**src/rtl/instr_fetch.sv**
```systemverilog
// -----------------------------------------------------------------------------
// instr_fetch -- RV32I instruction fetch stage with a 2-entry fetch queue.
//
// Issues one instruction-memory read at a time, queues up to two fetched
// {pc, instr} pairs for decode and recovers from redirects. A redirect that
// arrives while a read is still in flight lets that read complete and throws
// its data away (S_DROP) before fetching from the new target.
//
// Ports
//   clk           in   clock, all state changes on the rising edge
//   rst_n         in   asynchronous active-low reset
//   imem_read     out  read request, held high until imem_resp
//   imem_address  out  word-aligned read address, stable while imem_read=1
//   imem_resp     in   one-cycle read completion strobe
//   imem_rdata    in   instruction word, valid with imem_resp
//   redirect      in   taken branch / jump from execute
//   redirect_pc   in   redirect target, valid with redirect
//   dec_ready     in   decode accepts the head entry this cycle
//   dec_valid     out  head entry present
//   dec_instr     out  head instruction (NOP 0x00000013 when empty)
//   dec_pc        out  head PC (0 when empty)
//   opcode        out  dec_instr[6:0]
//   funct3        out  dec_instr[14:12]
//   funct7        out  dec_instr[31:25]
//   s_imm         out  S-type immediate of dec_instr, sign-extended
//   fetch_count   out  dequeue counter
//   stall_count   out  empty-head cycle counter
//
// Build option
//   FETCH_PERF_CNT_EN  when defined, fetch_count/stall_count are live 32-bit
//                      wrapping counters; otherwise both are tied to zero and
//                      no counter registers exist.
// -----------------------------------------------------------------------------

package rv32i_types_pkg;

    typedef enum logic [6:0] {
        op_lui   = 7'b0110111,
        op_auipc = 7'b0010111,
        op_jal   = 7'b1101111,
        op_jalr  = 7'b1100111,
        op_br    = 7'b1100011,
        op_load  = 7'b0000011,
        op_store = 7'b0100011,
        op_imm   = 7'b0010011,
        op_reg   = 7'b0110011,
        op_csr   = 7'b1110011
    } rv32i_opcode;

endpackage

module instr_fetch
    import rv32i_types_pkg::*;
(
    input  logic        clk,
    input  logic        rst_n,
    output logic        imem_read,
    output logic [31:0] imem_address,
    input  logic        imem_resp,
    input  logic [31:0] imem_rdata,
    input  logic        redirect,
    input  logic [31:0] redirect_pc,
    input  logic        dec_ready,
    output logic        dec_valid,
    output logic [31:0] dec_instr,
    output logic [31:0] dec_pc,
    output rv32i_opcode opcode,
    output logic [2:0]  funct3,
    output logic [6:0]  funct7,
    output logic [31:0] s_imm,
    output logic [31:0] fetch_count,
    output logic [31:0] stall_count
);

    localparam logic [31:0] RESET_PC  = 32'h0000_0060;
    localparam logic [31:0] NOP_INSTR = 32'h0000_0013;
    localparam int          DEPTH     = 2;

    typedef enum logic [1:0] {
        S_IDLE = 2'd0,
        S_REQ  = 2'd1,
        S_DROP = 2'd2
    } state_t;

    state_t      r_state;
    state_t      w_state_next;

    // r_pc is the next address to fetch; r_addr is the address on the bus.
    // They differ while draining a dropped read, where the bus must keep the
    // old address even though r_pc already points at the redirect target.
    logic [31:0] r_pc;
    logic [31:0] w_pc_next;
    logic [31:2] r_addr;

    logic [31:0] r_fifo_pc    [DEPTH];
    logic [31:0] r_fifo_instr [DEPTH];
    logic        r_rd_ptr;
    logic        r_wr_ptr;
    logic [1:0]  r_count;
    logic [1:0]  w_count_next;
    logic [1:0]  w_occ_after;
    logic [DEPTH-1:0] w_wr_en;

    logic        w_enq;
    logic        w_deq;
    logic        w_flush;

    // -------------------------------------------------------------------------
    // Queue handshakes
    // -------------------------------------------------------------------------
    // A redirect squashes whatever decode would have taken this cycle.
    assign w_deq = dec_valid && dec_ready && !redirect;

    // Occupancy after this cycle's enqueue/dequeue; used to decide whether
    // another read may be launched back-to-back without risking overflow.
    assign w_occ_after = r_count + 2'd1 - {1'b0, w_deq};

    // -------------------------------------------------------------------------
    // Next-state / next-pc logic
    // -------------------------------------------------------------------------
    always_comb begin
        w_state_next = r_state;
        w_pc_next    = r_pc;
        w_enq        = 1'b0;
        w_flush      = 1'b0;

        case (r_state)
            S_IDLE: begin
                if (redirect) begin
                    w_flush   = 1'b1;
                    w_pc_next = redirect_pc;
                end else if (r_count < 2'd2) begin
                    w_state_next = S_REQ;
                end
            end

            S_REQ: begin
                if (redirect) begin
                    w_flush   = 1'b1;
                    w_pc_next = redirect_pc;
                    // Data arriving right now is simply not enqueued; a read
                    // still in flight has to be drained first.
                    w_state_next = imem_resp ? S_IDLE : S_DROP;
                end else if (imem_resp) begin
                    w_enq        = 1'b1;
                    w_pc_next    = r_pc + 32'd4;
                    w_state_next = (w_occ_after < 2'd2) ? S_REQ : S_IDLE;
                end
            end

            S_DROP: begin
                // The queue is already empty here, so a redirect only has to
                // retarget the fetch that follows the drained read.
                if (redirect) begin
                    w_pc_next = redirect_pc;
                end
                if (imem_resp) begin
                    w_state_next = S_REQ;
                end
            end

            default: begin
                w_state_next = S_IDLE;
            end
        endcase
    end

    always_comb begin
        if (w_flush) begin
            w_count_next = 2'd0;
        end else begin
            w_count_next = r_count + {1'b0, w_enq} - {1'b0, w_deq};
        end
    end

    // -------------------------------------------------------------------------
    // State, pc and bus address registers
    // -------------------------------------------------------------------------
    always_ff @(posedge clk or negedge rst_n) begin
        if (!rst_n) begin
            r_state <= S_IDLE;
            r_pc    <= RESET_PC;
            r_addr  <= RESET_PC[31:2];
        end else begin
            r_state <= w_state_next;
            r_pc    <= w_pc_next;
            // Whenever a fetch is (or stays) on the bus next cycle it targets
            // the next pc; in S_DROP the drained address is left untouched.
            if (w_state_next == S_REQ) begin
                r_addr <= w_pc_next[31:2];
            end
        end
    end

    assign imem_read    = (r_state == S_REQ) || (r_state == S_DROP);
    assign imem_address = {r_addr, 2'b00};

    // -------------------------------------------------------------------------
    // Two-entry fetch queue
    // -------------------------------------------------------------------------
    genvar gi;
    generate
        for (gi = 0; gi < DEPTH; gi++) begin : g_wr_en
            assign w_wr_en[gi] = w_enq && (r_wr_ptr == 1'(gi));
        end
    endgenerate

    always_ff @(posedge clk or negedge rst_n) begin
        if (!rst_n) begin
            for (int i = 0; i < DEPTH; i++) begin
                r_fifo_pc[i]    <= 32'd0;
                r_fifo_instr[i] <= NOP_INSTR;
            end
        end else begin
            for (int i = 0; i < DEPTH; i++) begin
                if (w_wr_en[i]) begin
                    r_fifo_pc[i]    <= r_pc;
                    r_fifo_instr[i] <= imem_rdata;
                end
            end
        end
    end

    always_ff @(posedge clk or negedge rst_n) begin
        if (!rst_n) begin
            r_rd_ptr <= 1'b0;
            r_wr_ptr <= 1'b0;
            r_count  <= 2'd0;
        end else begin
            r_count <= w_count_next;
            if (w_flush) begin
                r_rd_ptr <= 1'b0;
                r_wr_ptr <= 1'b0;
            end else begin
                if (w_enq) begin
                    r_wr_ptr <= ~r_wr_ptr;
                end
                if (w_deq) begin
                    r_rd_ptr <= ~r_rd_ptr;
                end
            end
        end
    end

    // -------------------------------------------------------------------------
    // Decode-side outputs
    // -------------------------------------------------------------------------
    assign dec_valid = (r_count != 2'd0);
    assign dec_instr = dec_valid ? r_fifo_instr[r_rd_ptr] : NOP_INSTR;
    assign dec_pc    = dec_valid ? r_fifo_pc[r_rd_ptr]    : 32'd0;

    assign opcode = rv32i_opcode'(dec_instr[6:0]);
    assign funct3 = dec_instr[14:12];
    assign funct7 = dec_instr[31:25];
    assign s_imm  = {{20{dec_instr[31]}}, dec_instr[31:25], dec_instr[11:7]};

    // -------------------------------------------------------------------------
    // Performance counters
    // -------------------------------------------------------------------------
`ifdef FETCH_PERF_CNT_EN
    logic [31:0] r_fetch_count;
    logic [31:0] r_stall_count;

    always_ff @(posedge clk or negedge rst_n) begin
        if (!rst_n) begin
            r_fetch_count <= 32'd0;
            r_stall_count <= 32'd0;
        end else begin
            if (w_deq) begin
                r_fetch_count <= r_fetch_count + 32'd1;
            end
            if (!dec_valid) begin
                r_stall_count <= r_stall_count + 32'd1;
            end
        end
    end

    assign fetch_count = r_fetch_count;
    assign stall_count = r_stall_count;
`else
    assign fetch_count = 32'd0;
    assign stall_count = 32'd0;
`endif

endmodule
```
**config.mk**
```make
export PLATFORM = sky130hd
export DESIGN_NAME = instr_fetch
export DESIGN_NICKNAME = d
export VERILOG_FILES = /design/src/rtl/instr_fetch.sv
export SDC_FILE = /design/constraint.sdc
export NUM_CORES = 1
export LEC_CHECK = 0
export CORE_ASPECT_RATIO = 2
export CORE_MARGIN = 2
export CORE_UTILIZATION = 30
export CTS_BUF_LIST = sky130_fd_sc_hd__clkbuf_4
export CTS_CLUSTER_SIZE = 24
export DETAILED_ROUTE_END_ITERATION = 12
export RECOVER_POWER = 25
export SLEW_MARGIN = 20
export SYNTH_ARGS = -nofsm -noshare
export SYNTH_HDL_FRONTEND = slang
export SYNTH_SLANG_ARGS = --single-unit
```
**constraint.sdc**
```tcl
create_clock -name clk -period 4.13 [get_ports clk]
set_input_delay 0.413 -clock clk [delete_from_list [all_inputs] [get_ports clk]]
set_output_delay 0.413 -clock clk [all_outputs]
set_load 0.02 [all_outputs]
```
# After elaboration in Yosys (flattened, before gate mapping)
# Index checks and enable logic that the tools add are counted.
# totals
register_bits,196
in_bits,69
out_inout_bits,211
wordCells,71
# classes
addsub,5
magnitude_cmp,3
eq_ne,5
n_mux,30
bitwise_logic,3
reduce_logical,14
# op_table
operator,count
32-bit 2-to-1 mux,11
32-bit case mux with 2 select lines,1
"32-bit by 3-bit adder with 32-bit output, second input constant",1
2-bit 2-to-1 mux,7
1-bit 2-to-1 mux,10
2-bit nonzero test,4
2-bit case mux with 3 select lines,1
"2-bit by 1-bit equality test with 1-bit output, second input constant",2
1-bit logical AND,4
"2-bit < comparator, second input constant",2
2-bit OR reduction,2
2-bit by 1-bit subtractor with 2-bit output,2
"3-bit inequality test, second input constant",1
3-bit AND reduction,1
2-bit by 1-bit adder with 2-bit output,1
"2-bit by 1-bit adder with 2-bit output, second input constant",1
"2-bit equality test, second input constant",1
"2-bit >= comparator, second input constant",1
2-bit zero test,1
"2-bit by 1-bit inequality test with 1-bit output, second input constant",1
1-bit inverter,2
1-bit inverter with 2-bit output,1
1-bit zero test,1
1-bit logical OR,1

# Logic depth before layout (Yosys ltp)
# logic_depth
word_depth,10
depth_mapped,10
ltp_nobuf,10

# Worst setup path after synthesis
# OpenSTA, ideal clock, no wires.
# synth_timing
path_kind,reg2out
start,register r_rd_ptr
end,output port funct7[6]
t_arrival_ns,2.179
t_required_ns,3.717
path_slack_ns,1.538
stages_incl_launch_ff,6
path_buffers,3
cell_sequence,dfrtp_1 -> clkbuf_1 -> clkbuf_1 -> mux2i_1 -> nor2_1 -> buf_4
# synth_via
elab_chain_len,5
# synth_rtl
element,line,text
"start, declared",97,logic r_rd_ptr;
"start signal, assigned",239,r_rd_ptr <= ~r_rd_ptr;
1-bit inverter with 2-bit output (not written as such),249,assign dec_instr = dec_valid ? r_fifo_instr[r_rd_ptr] : NOP_INSTR;
32-bit 2-to-1 mux (not written as such) (3 in a row),249,
32-bit 2-to-1 mux,249,
"end, declared",69,"output logic [6:0] funct7,"
# Every way passes these cells. The select of a mux whose other input is x is not followed.

# Worst setup path in the final report
# layout_timing
start,register r_rd_ptr
end,output port s_imm[28]
# layout_via
elab_chain_len,5
# layout_rtl
element,line,text
1-bit inverter with 2-bit output (not written as such),249,
32-bit 2-to-1 mux (not written as such) (3 in a row),249,
32-bit 2-to-1 mux,249,
"end, declared",70,"output logic [31:0] s_imm,"
# Every way passes these cells. The select of a mux whose other input is x is not followed.

==> metrics.csv <==
stage;metric;value;unit
sta;fin worst setup slack;893;ps
die;die height;269;µm
global_routing;first-pass GRT wire length;45800;µm
die;initial core utilization;30.3;%
yosys;FFs w/ async S/R, synth;100;%
cts;Post-CTS Setup Repair Bufs;0;
worst_hold_path;Hold WC Path Type;input pin to flip-flop;
placed_design;IO buf count;213;
final_layout;nets@finish;1174;
pwr;worst vdd ir;0.000361;V
setup_path;Crit path required time;3720;ps
sta;setup tns final;0;ps
sta;f_max;309;MHz
yosys;share of the synthesized area in the top cell type;44.1;%
placed_design;dpl ws;925;ps
global_routing;initial antenna violation count;2;
run_status;status;finished with violations;
yosys;leading area contributor after synthesis;dfrtp_1;
final_layout;final std cell area, no fill;12900;µm²
cts;Worst-path clk slew;160;ps
final_layout;layout cells sized above 1;21.0;%
cts;Num CTS Buffers;17;
drt;DRT Pass-1 Iters;5;
setup_path;R2R Path End;r_addr[30];
setup_path;Worst R2R Setup Slack;1180;ps
run_status;failing checks;max-capacitance violations, max-slew violations;
sta;WHS;226;ps
setup_path;Crit Path Category;flip-flop to output pin;
yosys;Syn Inst Count;950;
cts;CTS Buffer Depth;2;
cts;CTS tree;built;
global_routing;GRT Total Usage;16.5;%
sta;Worst slew margin;-47.6;%
setup_path;Reg2Reg Depth;8;
setup_path;CP Capture Point;s_imm[28];
drt;# DRC;0;
die;Std-Cell Rows;97;
drt;post-route ant nets;0;
yosys;Netlist Area Pre-Place;10600;µm²
final_layout;Syn-to-layout area delta;22.1;%
cts;CTS sink cnt;196;
setup_path;Setup crit start kind;flip-flop;
final_layout;FILL cells;3442;
placed_design;Placed Cells;1523;
setup_path;CP arrival;2820;ps
setup_path;CP max stage delay;740;ps
die;io pins;280;
setup_path;Worst Setup SP;r_rd_ptr;
final_layout;register area;4920;µm²
yosys;Synth Warn #;0;
yosys;synth unique cells;67;
cts;clock latency at the later pin of the worst-skew pair;650;ps
run;Max-cap violations;1;
sta;Final Max Tran Viols;88;
yosys;top cells by area, synth;dfrtp_1 44%, mux2_2 16%, buf_4 8.4%;
die;area of the core;34800;µm²
sta;final hold vios;0;
sta;worst-case clock skew;22.5;ps
die;Die W;137;µm
drt;DR vias/cell;4.93;
setup_path;r2r startpoint;r_state[1];
cts;cts hold-fix bufs;1;
pwr;power per cell area;792;nW/µm²
setup_path;CP max-delay cell;dfrtp_4;
final_layout;area occupied by multi-input gates;4730;µm²
yosys;Primary FF master, synth;dfrtp_1;
sta;crit share post-route;78.4;%
global_routing;Remaining Overflow, GRT;0;
global_routing;largest net degree at the start of global routing;111;
sta;min cycle time layout;3240;ps
placed_design;detailed placement HPWL;21800;µm
placed_design;Final GP Congestion;0.867;
sta;Worst Tran Pin Value;2210;ps
drt;via count;7686;
yosys;Avg Inst Size Synth;11.1;µm²
final_layout;Final Instance Count excl. Fillers;1559;
setup_path;CP Capture Type;output pin;
cts;number of gates resized after CTS;0;
pwr;LEAKAGE;5.47;nW
sta;count of final setup violators;0;
sta;unrepaired setup endpoints after global routing;no;
final_layout;Final Core Density;37.0;%
pwr;Tot Pwr;10.2;mW
drt;post-DR wirelength/cell;19.2;µm
die;die area;36800;µm²
yosys;sequential share of the synthesized area;46.5;%
cts;H-tree depth reported by CTS;4;
yosys;Post-synth EDFFs;0;
cts;clock root cell;clkbuf_4;
setup_path;critical-path cell list;buf_12 > mux2i_1 > nor2_1 > buf_4 > clkdlybuf4s50_1;
yosys;Seq cells post-synth;196;
setup_path;Max FO, Critical Path;30;
global_routing;vias in the first global route;7687;
drt;Detailed Route Iter0 Violations;420;
drt;final WL;30000;µm
placed_design;dpl cell area;12600;µm²
[cell usage after synthesis, drive strengths merged, types with 6 or more instances]
cell type and n:
ha 7, and3 9, a22oi 13, clkbuf 34, mux2i 75, nand3 16, dfrtp 186, nand2b 6
inv 17, nor4 7, mux2 152, dfstp 10, nor3 12, o21ai 25, a21oi 29, nand4 10
nor2 84, buf 140, a31oi 11, nand2 24, nor2b 6
[cell usage in the layout, fill, tap and decap left out, drive strengths merged, types with 11 or more instances in the layout]
cell type / instances
clkdlybuf4s50: 211
nor2: 84
nand2: 24
nand3: 16
dfrtp: 186
a21oi: 29
a22oi: 13
clkbuf: 21
mux2i: 75
o21ai: 25
conb: 66
inv: 24
buf: 24
a31oi: 11
nor3: 12
mux2: 152
[cell families after synthesis]
kind of cell	share of synthesized area, %
adders and majority gates	0.829
DFF	46.5
buffers and inverters	11.2
AOI/OAI and AO/OA	8.59
and+or+nand+nor	9.19
muxes	23.3
xor gates and xnor gates	0.332
other	0.0355
[routing by layer]
layer,vias up,part of all wire [%],GRT usage [%]
li1,3489,-,-
met1,3889,36,17.1
met2,273,57,31.7
met3,35,4.5,3.05
met4,0,2.6,6.11
met5,-,0,0
[critical path: cells and delay by family (launching register included)]
family,cells,cell delay (ps)
buffers and inverters,3,1180
flip-flops,1,740
multiplexers,1,110
AND/OR/NAND/NOR,1,90
[sequential cells by signal (all words and copies together), names as in the netlist]
signal	cells
r_addr	30
r_pc	32
r_fifo_pc	64
r_count	2
r_fifo_instr	64
r_state	2
r_wr_ptr	1
r_rd_ptr	1
[cell type report]
type,instances,share of cell area (%)
Clock inverter,13,1.12
Clock buffer,19,1.11
Tap cell,445,4.31
Inverter,18,0.524
Antenna cell,3,0.0582
Timing Repair Buffer,238,18.1
Sequential cell,196,38.1
Multi-Input combinational cell,627,36.7
[worst min path at each step]
stage / from / end / slack, ps / cells after the start
finish: redirect / r_rd_ptr / 230 / 3
detailed placement: r_fifo_pc[22] / r_fifo_pc[22] / 470 / 2
global placement: r_fifo_pc[27] / r_fifo_pc[27] / 460 / 2
floorplan: rst_n / r_addr[10] / 120 / 0
global route: redirect / r_rd_ptr / 200 / 3
CTS: redirect / r_rd_ptr / 130 / 3
[power breakdown]
| part | internal (mW) | switching, mW |
|---|---|---|
| clock network | 0.385 | 0.702 |
| registers | 2.81 | 0.768 |
| logic | 2.61 | 2.95 |
No activity file was read; power rests on OpenSTA's default activity.
